<file path="config.mk">
export PLATFORM = sky130hd
export DESIGN_NAME = dec_onehot_seq
export DESIGN_NICKNAME = d
export VERILOG_FILES = /design/src/rtl/dec_onehot_seq.sv
export SDC_FILE = /design/constraint.sdc
export NUM_CORES = 1
export LEC_CHECK = 0
export ABC_AREA = 1
export BUFFER_PORTS_ARGS = -buffer_cell sky130_fd_sc_hd__buf_2
export CORE_AREA = 2 2 39 41
export DETAILED_ROUTE_END_ITERATION = 10
export DIE_AREA = 0 0 41 43
export PLACE_DENSITY_LB_ADDON = 0.1
export SKIP_LAST_GASP = 1
export SLEW_MARGIN = 25
export SYNTH_ARGS = -nofsm -noshare
export SYNTH_HDL_FRONTEND = slang
export SYNTH_SLANG_ARGS = --single-unit
</file>
<file path="constraint.sdc">
create_clock -name clk -period 1.2 [get_ports clk]
set_clock_uncertainty 0.2 [all_clocks]
set_input_delay 0.06 -clock clk [delete_from_list [all_inputs] [get_ports clk]]
set_output_delay 0.06 -clock clk [all_outputs]
set_load 0.1 [all_outputs]
</file>
<file path="src/rtl/dec_onehot_seq.sv">
// dec_onehot_seq: registered binary-to-one-hot decoder with valid/ready
// handshakes on both sides. The beat is held in a single output register.
// Optional feature macro: DEC_SCAN_EN. When it is defined, a request with
// scan=1 emits all OUT_W positions in turn, starting at sel and wrapping.
// When it is undefined, the block is a plain registered direct decoder:
// scan is ignored and busy is tied low.
// SEL_W is intended to be in the range 1..6.
module dec_onehot_seq #(
  parameter int SEL_W = 3,
  localparam int OUT_W = 2 ** SEL_W
) (
  input  logic             clk,
  input  logic             rst,
  input  logic             in_valid,
  output logic             in_ready,
  input  logic [SEL_W-1:0] sel,
  input  logic             scan,
  output logic [OUT_W-1:0] y,
  output logic             out_valid,
  input  logic             out_ready,
  output logic             busy
);

  // Output beat register: y is one-hot while out_valid_q is high, zero otherwise.
  logic [OUT_W-1:0] y_q, y_d;
  logic             out_valid_q, out_valid_d;

  // One-hot image of the incoming select. It only reaches the outputs
  // through the register, so there is no combinational in->out path.
  logic [OUT_W-1:0] sel_onehot;
  logic             consume;
  logic             accept;

  genvar gi;
  generate
    for (gi = 0; gi < OUT_W; gi++) begin : g_sel_dec
      assign sel_onehot[gi] = (sel == SEL_W'(gi));
    end
  endgenerate

  assign consume   = out_valid_q && out_ready;
  assign y         = y_q;
  assign out_valid = out_valid_q;

`ifdef DEC_SCAN_EN

  typedef enum logic {
    IDLE = 1'b0,
    SCAN = 1'b1
  } state_t;

  state_t           state_q, state_d;
  logic [SEL_W-1:0] pos_q, pos_d;
  logic [SEL_W:0]   cnt_q, cnt_d;   // one bit wider so it can hold OUT_W
  logic             busy_q, busy_d;
  logic [SEL_W-1:0] pos_inc;
  logic [OUT_W-1:0] pos_onehot;
  logic             last_beat;

  // The position wraps naturally at SEL_W bits (OUT_W-1 goes to 0).
  assign pos_inc   = pos_q + SEL_W'(1);
  assign last_beat = (cnt_q == (SEL_W + 1)'(OUT_W));
  assign busy      = busy_q;

  generate
    for (gi = 0; gi < OUT_W; gi++) begin : g_pos_dec
      assign pos_onehot[gi] = (pos_inc == SEL_W'(gi));
    end
  endgenerate

  // Next-state, handshake and output-register logic for the IDLE/SCAN controller.
  always_comb begin
    state_d     = state_q;
    pos_d       = pos_q;
    cnt_d       = cnt_q;
    busy_d      = busy_q;
    y_d         = y_q;
    out_valid_d = out_valid_q;
    in_ready    = 1'b0;
    accept      = 1'b0;

    case (state_q)
      IDLE: begin
        in_ready = !out_valid_q || out_ready;
        accept   = in_valid && in_ready;
        if (accept) begin
          // A new beat replaces any beat consumed on this same edge, so there is no bubble.
          y_d         = sel_onehot;
          out_valid_d = 1'b1;
          if (scan) begin
            pos_d   = sel;
            cnt_d   = (SEL_W + 1)'(1);
            busy_d  = 1'b1;
            state_d = SCAN;
          end
        end else if (consume) begin
          y_d         = '0;
          out_valid_d = 1'b0;
        end
      end

      SCAN: begin
        // The input side stays closed until the whole sequence has been consumed.
        if (consume) begin
          if (last_beat) begin
            y_d         = '0;
            out_valid_d = 1'b0;
            busy_d      = 1'b0;
            cnt_d       = '0;
            state_d     = IDLE;
          end else begin
            pos_d = pos_inc;
            y_d   = pos_onehot;
            cnt_d = cnt_q + (SEL_W + 1)'(1);
          end
        end
      end

      default: begin
        state_d = IDLE;
      end
    endcase
  end

  // State and output registers; reset drops any pending beat or scan.
  always_ff @(posedge clk) begin
    if (rst) begin
      state_q     <= IDLE;
      pos_q       <= '0;
      cnt_q       <= '0;
      busy_q      <= 1'b0;
      y_q         <= '0;
      out_valid_q <= 1'b0;
    end else begin
      state_q     <= state_d;
      pos_q       <= pos_d;
      cnt_q       <= cnt_d;
      busy_q      <= busy_d;
      y_q         <= y_d;
      out_valid_q <= out_valid_d;
    end
  end

`else

  // Scan is not built in, so the request's scan flag has no effect.
  logic unused_scan;
  assign unused_scan = scan;
  assign busy        = 1'b0;

  // Direct decode: load on acceptance, clear when consumed with nothing new behind it.
  always_comb begin
    y_d         = y_q;
    out_valid_d = out_valid_q;
    in_ready    = !out_valid_q || out_ready;
    accept      = in_valid && in_ready;
    if (accept) begin
      y_d         = sel_onehot;
      out_valid_d = 1'b1;
    end else if (consume) begin
      y_d         = '0;
      out_valid_d = 1'b0;
    end
  end

  // Output register; reset drops any pending beat.
  always_ff @(posedge clk) begin
    if (rst) begin
      y_q         <= '0;
      out_valid_q <= 1'b0;
    end else begin
      y_q         <= y_d;
      out_valid_q <= out_valid_d;
    end
  end

`endif

endmodule

</file>
==> results.sh, run 1 <==
export IMPL_arrival_ns=0.91
export IMPL_cts_hold_buf=5
export IMPL_n_fill_cell=125
export IMPL_cts_buffer_depth=2
export IMPL_grt_pass1_vias=351
export IMPL_yosys_area_top_type="dfxtp_1"
export IMPL_routed_via_density=4.40
export IMPL_final_nets=90
export IMPL_timing_rr_start="out_valid$_SDFFE_PP0P_"
export IMPL_crit_path_max_incr_delay_ns=0.40
export IMPL_diodes=0
export IMPL_die_w_um=41
export IMPL_vias=427
export IMPL_timing_fmax_mhz=857
export IMPL_routedWlPerCell_um=9.47
export IMPL_ctsRootBufferMaster="clkbuf_4"
export IMPL_synth_top_area_share_pct=44.2
export IMPL_p_leak_nw=0.320
export IMPL_syn_nets=67
export IMPL_post_cts_buffers=0
export IMPL_grt_pass1_wl_um=1400
export IMPL_rrSetupSlack_ns=0.08
export IMPL_clk_latency_ns=0.26
export IMPL_fin_tns_setup_ns=0
export IMPL_first_pass_iters=4
export IMPL_rsz0062_at_grt="false"
export IMPL_total_power_mw=0.770
export IMPL_hold_ws_ns=-0.0480
export IMPL_multi_input_area_um2=206
export IMPL_core_mm2=0.00138
export IMPL_hold_end="out_valid$_SDFFE_PP0P_"
export IMPL_cp_start_kind="flop"
export IMPL_port_buffers=16
export IMPL_cp_top_family="flip-flops"
export IMPL_critPathMaxFanout=5
export IMPL_syn_area_um2=408
export IMPL_pwr_share_comb_pct=27.6
export IMPL_cts_max_level=1
export IMPL_wirelength_um=919
export IMPL_reg2reg_to="y[1]$_SDFFE_PP0P_"
export IMPL_ys_seq_area_share_pct=44.2
export IMPL_internal_power_mw=0.509
export IMPL_hold_depth=4
export IMPL_syn_to_final_growth_pct=83.1
export IMPL_pwr_density_cell_mw_per_mm2=1030
export IMPL_violations="hold timing"
export IMPL_place_congestion=0.805
export IMPL_crit_path_cell_trace="nand2_4 > buf_12"
export IMPL_post_place_ws_ns=0.0899
export IMPL_netSwitchingPower_mw=0.261
export IMPL_critPathSlowestCell="dfxtp_4"
export IMPL_gr_usage_all_layers_pct=12.1
export IMPL_finalWorstSetupSlack_ns=0.0332
export IMPL_clkTransAtPathRegs_ns=0.06
export IMPL_cts_tree="yes"
export IMPL_hold_violations=1
export IMPL_initial_utilization_pct=29.5
export IMPL_drv_slew=0
export IMPL_irDropWorstVdd_mv=0.510
export IMPL_yosys_cell_types_count=12
export IMPL_die_height_um=43
export IMPL_final_setup_viol_count=0
export IMPL_layout_drive_gt1_share_pct=42.0
export IMPL_p_clk_share_pct=30.8
export IMPL_drv_cap=0
export IMPL_yosys_warnings=0
export IMPL_finalCritPeriodShare_pct=97.2
export IMPL_initialDrtViolationCount=2
export IMPL_synth_area_leaders="dfxtp_1 44%, nand2_1 13%, a21oi_1 11%, nand3_1 9.8%, nor2_1 7.4%"
export IMPL_crit_path_end_kind="output pin"
export IMPL_route_detailed_drc=0
export IMPL_ant_nets=0
export IMPL_worstPathBufferInverterCount=1
export IMPL_status="complete, but fails checks"
export IMPL_die_area_mm2=0.00176
export IMPL_ioPinCount=19
export IMPL_numCtsBuffers=3
export IMPL_gr_total_overflow=0
export IMPL_setup_worst_path_class="reg -> out"
export IMPL_antenna_found_initial=0
export IMPL_hp_class="in -> reg"
export IMPL_ys_ff_latch=9
export IMPL_synth_cells=59
export IMPL_avgSynthCellArea_um2=6.91
export IMPL_cp_data_required_time_ns=0.94
export IMPL_worstRegToRegCells=3
export IMPL_seq_power_share_pct=41.7
export IMPL_netSwitchingFraction_pct=33.9
export IMPL_fin_crit_ns=1.17
export IMPL_seqCellArea_um2=194
export IMPL_placementRows=14
export IMPL_clkSinkCount=9
export IMPL_grt_max_degree=10
export IMPL_hpwlAfterDp_um=664
export IMPL_path_depth=2
export IMPL_min_from="out_ready"
-- metal layers --
metal,vias to the layer above,GRT usage (%),routed length [um]
met5,-,0,0
met4,0,10.0,18
met3,2,3.14,50
met2,13,16.3,410
met1,181,15.3,440
li1,231,-,-
-- power by group through the flow --
stage	Clock [mW]	Combinational [mW]	Sequential (mW)
finish	0.237	0.212	0.321
detailed placement	0	0.199	0.328
global route	0.262	0.223	0.322
CTS	0.246	0.212	0.322
floorplan	0	0.0733	0.387
global placement	0	0.199	0.328
-- layout by cell type, fill, tap and decap left out, drive strengths merged --
master / netlist / final
nand2: 15 / 15
buf: 1 / 15
a21oi: 10 / 10
dfxtp: 9 / 9
nor2: 8 / 8
nand3: 8 / 8
inv: 6 / 6
dlygate4sd3: 0 / 4
clkbuf: 1 / 4
conb: 1 / 1
dlymetal6s4s: 0 / 1
-- cell families after synthesis --
| kind of cell | count (synthesis) | share of synthesized area (%) |
|---|---|---|
| and+or+nand+nor | 31 | 31.6 |
| buffers and inverters | 8 | 8.28 |
| AOI/OAI and AO/OA | 10 | 15.0 |
| other | 1 | 0.919 |
| DFF | 9 | 44.2 |
-- metrics by stage --
| stage | cells | area (um^2) | hold slack, ns | utilization, % |
|---|---|---|---|---|
| final | 97 | 747 | -0.0480 | 54.0 |
| after global routing | 97 | 747 | -0.0386 | 54.0 |
| after CTS | 98 | 747 | -0.0454 | 54.0 |
| after detailed placement | 89 | 671 | 0.148 | 48.5 |
| after global placement | 89 | 671 | 0.143 | 48.5 |
| after floorplan | 59 | 432 | 0.0157 | - |
-- what timing repair did --
action                                  4_1_cts  5_1_grt
endpoints found under the setup margin        0        8
resized for setup                             0        3
hold endpoints to repair                      9        1
-- registers in the layout (all words and copies together) (netlist names) --
| register | count |
|---|---|
| out_valid | 1 |
| y | 8 |
-- synth_stat cells, drive strengths merged --
cell and number:
a21oi 10, buf 1, clkbuf 1, conb 1
dfxtp 9, inv 6, nand2 15, nand3 8
nor2 8
-- how the worst max path moves through the flow --
stage | from | end | slack [ns]
floorplan | out_valid$_SDFFE_PP0P_ | out_valid$_SDFFE_PP0P_ | -0.07
global placement | out_valid$_SDFFE_PP0P_ | y[6]$_SDFFE_PP0P_ | 0.10
detailed placement | out_valid$_SDFFE_PP0P_ | y[6]$_SDFFE_PP0P_ | 0.09
CTS | in_valid | y[6]$_SDFFE_PP0P_ | 0.02
global route | out_valid$_SDFFE_PP0P_ | in_ready | 0.002
finish | out_valid$_SDFFE_PP0P_ | in_ready | 0.03
-- area by class of cell --
type	instances	share of cell area, %
clock buffer	4	3.52
timing repair buffer	20	37.2
sequential	9	26.0
inverter	6	3.02
tap	16	2.68
multi-input combinational	42	27.6
-- tightest hold or removal path, delay by kind of cell --
family | cells | cell delay (ns)
buf+inv | 2 | 0.19
simple gates | 1 | 0.08
compound gates | 1 | 0.05
Power figures use the tool's default switching activity.
==> run 2: changes to the inputs <==
==> constraint.sdc (replaced) <==
create_clock -name clk -period 1.5 [get_ports clk]
set_clock_uncertainty 0.2 [all_clocks]
set_input_delay 0.075 -clock clk [delete_from_list [all_inputs] [get_ports clk]]
set_output_delay 0.075 -clock clk [all_outputs]
set_load 0.1 [all_outputs]
==> results.sh, run 2 (synthesis gave the netlist of run 1 again) <==
export IMPL_post_place_ws_ns=0.381
export IMPL_cts_buffer_depth=2
export IMPL_cts_max_level=1
export IMPL_internal_power_mw=0.384
export IMPL_netSwitchingFraction_pct=34.9
export IMPL_status="completed"
export IMPL_final_common_cell="buf_2"
export IMPL_port_buffers=16
export IMPL_pwr_share_comb_pct=24.9
export IMPL_p_clk_share_pct=32.4
export IMPL_crit_path_end="out_valid$_SDFFE_PP0P_"
export IMPL_initial_utilization_pct=29.5
export IMPL_reg2reg_to="out_valid$_SDFFE_PP0P_"
export IMPL_pwr_density_cell_mw_per_mm2=982
export IMPL_timing_fmax_mhz=682
export IMPL_final_nets=92
export IMPL_core_mm2=0.00138
export IMPL_layout_drive_gt1_share_pct=30.1
export IMPL_placementRows=14
export IMPL_rrSetupSlack_ns=0.15
export IMPL_finalCritPeriodShare_pct=97.7
export IMPL_ctsRootBufferMaster="clkbuf_4"
export IMPL_finalWorstSetupSlack_ns=0.0342
export IMPL_timing_rr_start="out_valid$_SDFFE_PP0P_"
export IMPL_die_height_um=43
export IMPL_routedWlPerCell_um=9.38
export IMPL_antenna_found_initial=0
export IMPL_setup_worst_path_class="in -> reg"
export IMPL_arrival_ns=1.42
export IMPL_cp_start_kind="input pin"
export IMPL_netSwitchingPower_mw=0.206
export IMPL_drv_cap=0
export IMPL_p_leak_nw=0.284
export IMPL_diodes=0
export IMPL_hpwlAfterDp_um=681
export IMPL_ioPinCount=19
export IMPL_grt_pass1_wl_um=1440
export IMPL_seqCellArea_um2=184
export IMPL_clk_latency_ns=0.26
export IMPL_multi_input_area_um2=205
export IMPL_die_area_mm2=0.00176
export IMPL_ant_nets=0
export IMPL_cts_tree="yes"
export IMPL_syn_to_final_growth_pct=47.2
export IMPL_hold_ws_ns=0.102
export IMPL_vias=444
export IMPL_gr_usage_all_layers_pct=12.9
export IMPL_wirelength_um=929
export IMPL_place_congestion=0.732
export IMPL_grt_max_degree=10
export IMPL_first_pass_iters=4
export IMPL_routed_via_density=4.48
export IMPL_hp_class="in -> reg"
export IMPL_startpoint="in_valid"
export IMPL_cp_data_required_time_ns=1.45
export IMPL_dp_cells=89
export IMPL_die_w_um=41
export IMPL_clkSinkCount=9
export IMPL_fin_crit_ns=1.47
export IMPL_post_cts_buffers=0
export IMPL_gr_total_overflow=0
export IMPL_initialDrtViolationCount=11
export IMPL_grt_pass1_vias=335
export IMPL_irDropWorstVdd_mv=0.551
export IMPL_worstRegToRegCells=3
export IMPL_route_detailed_drc=0
export IMPL_largest_reg_flops=8
export IMPL_n_fill_cell=155
export IMPL_seq_power_share_pct=42.6
export IMPL_drv_slew=0
export IMPL_final_cell_mix="15 x buf_2, 13 x nand2_1"
export IMPL_hold_violations=0
export IMPL_critPathMaxFanout=2
export IMPL_crit_path_end_kind="flop"
export IMPL_clkTransAtPathRegs_ns=0.06
export IMPL_final_setup_viol_count=0
export IMPL_numCtsBuffers=3
export IMPL_final_cells=99
[run 2: cell types whose count changed in the layout (fill, tap and decap cells not counted), moves of 2 or more]
cell	previous run	this run
buf_12	10	0
dlygate4sd3_1	4	6
dfxtp_1	0	8
dfxtp_2	8	0
buf_2	5	15
nand2_2	3	1
nand2_1	11	13
[run 2: final cells by class]
cell class	count	area share [%]
inverter	6	3.75
timing repair buffer	22	23.8
clock buffer	4	4.38
tap	16	3.33
sequential	9	30.6
multi-input combinational	42	34.2
[run 2: power groups by stage]
stage	Sequential, mW	Clock (mW)	Combinational [mW]
2_1_floorplan	0.308	0	0.0584
4_1_cts	0.252	0.197	0.146
3_5_place_dp	0.257	0	0.134
5_1_grt	0.252	0.213	0.157
6_report	0.251	0.191	0.147
3_3_place_gp	0.257	0	0.134
[run 2: layer usage]
metal	part of all wire, %	global-route usage (%)	up-vias
met5	0	0	-
met4	3.1	12.0	0
met3	7.2	3.66	5
met2	42	15.9	14
met1	47	17.0	188
li1	-	-	237
[run 2: worst min-delay path by stage]
| stage | from | endpoint | slack (ns) | depth (start not counted) |
|---|---|---|---|---|
| finish | out_ready | y[7]$_SDFFE_PP0P_ | 0.10 | 5 |
| global route | out_ready | y[7]$_SDFFE_PP0P_ | 0.13 | 5 |
| CTS | out_ready | y[5]$_SDFFE_PP0P_ | 0.11 | 5 |
| detailed placement | rst | out_valid$_SDFFE_PP0P_ | 0.17 | 2 |
| global placement | rst | out_valid$_SDFFE_PP0P_ | 0.17 | 2 |
| floorplan | in_valid | out_valid$_SDFFE_PP0P_ | 0.03 | 2 |
[run 2: through the flow]
stage / power [mW] / cell area [um^2] / util, % / setup TNS, ns
floorplan: 0.366 / 419 / - / 0
global placement: 0.391 / 508 / 36.7 / 0
detailed placement: 0.391 / 508 / 36.7 / 0
CTS: 0.595 / 594 / 42.9 / 0
global route: 0.623 / 601 / 43.4 / -0.00437
finish: 0.590 / 601 / 43.4 / 0
[run 2: timing repair]
item                       CTS  global route
setup endpoints to repair    0             1
resized for setup            0             2
hold endpoints to repair     9             0
hold buffers                 6             0
[run 2: worst max-delay path: stages]
cell and delay [ns]:
dlygate4sd3_1 0.53, buf_2 0.14, inv_2 0.08, a21oi_2 0.06, dlygate4sd3_1 0.54
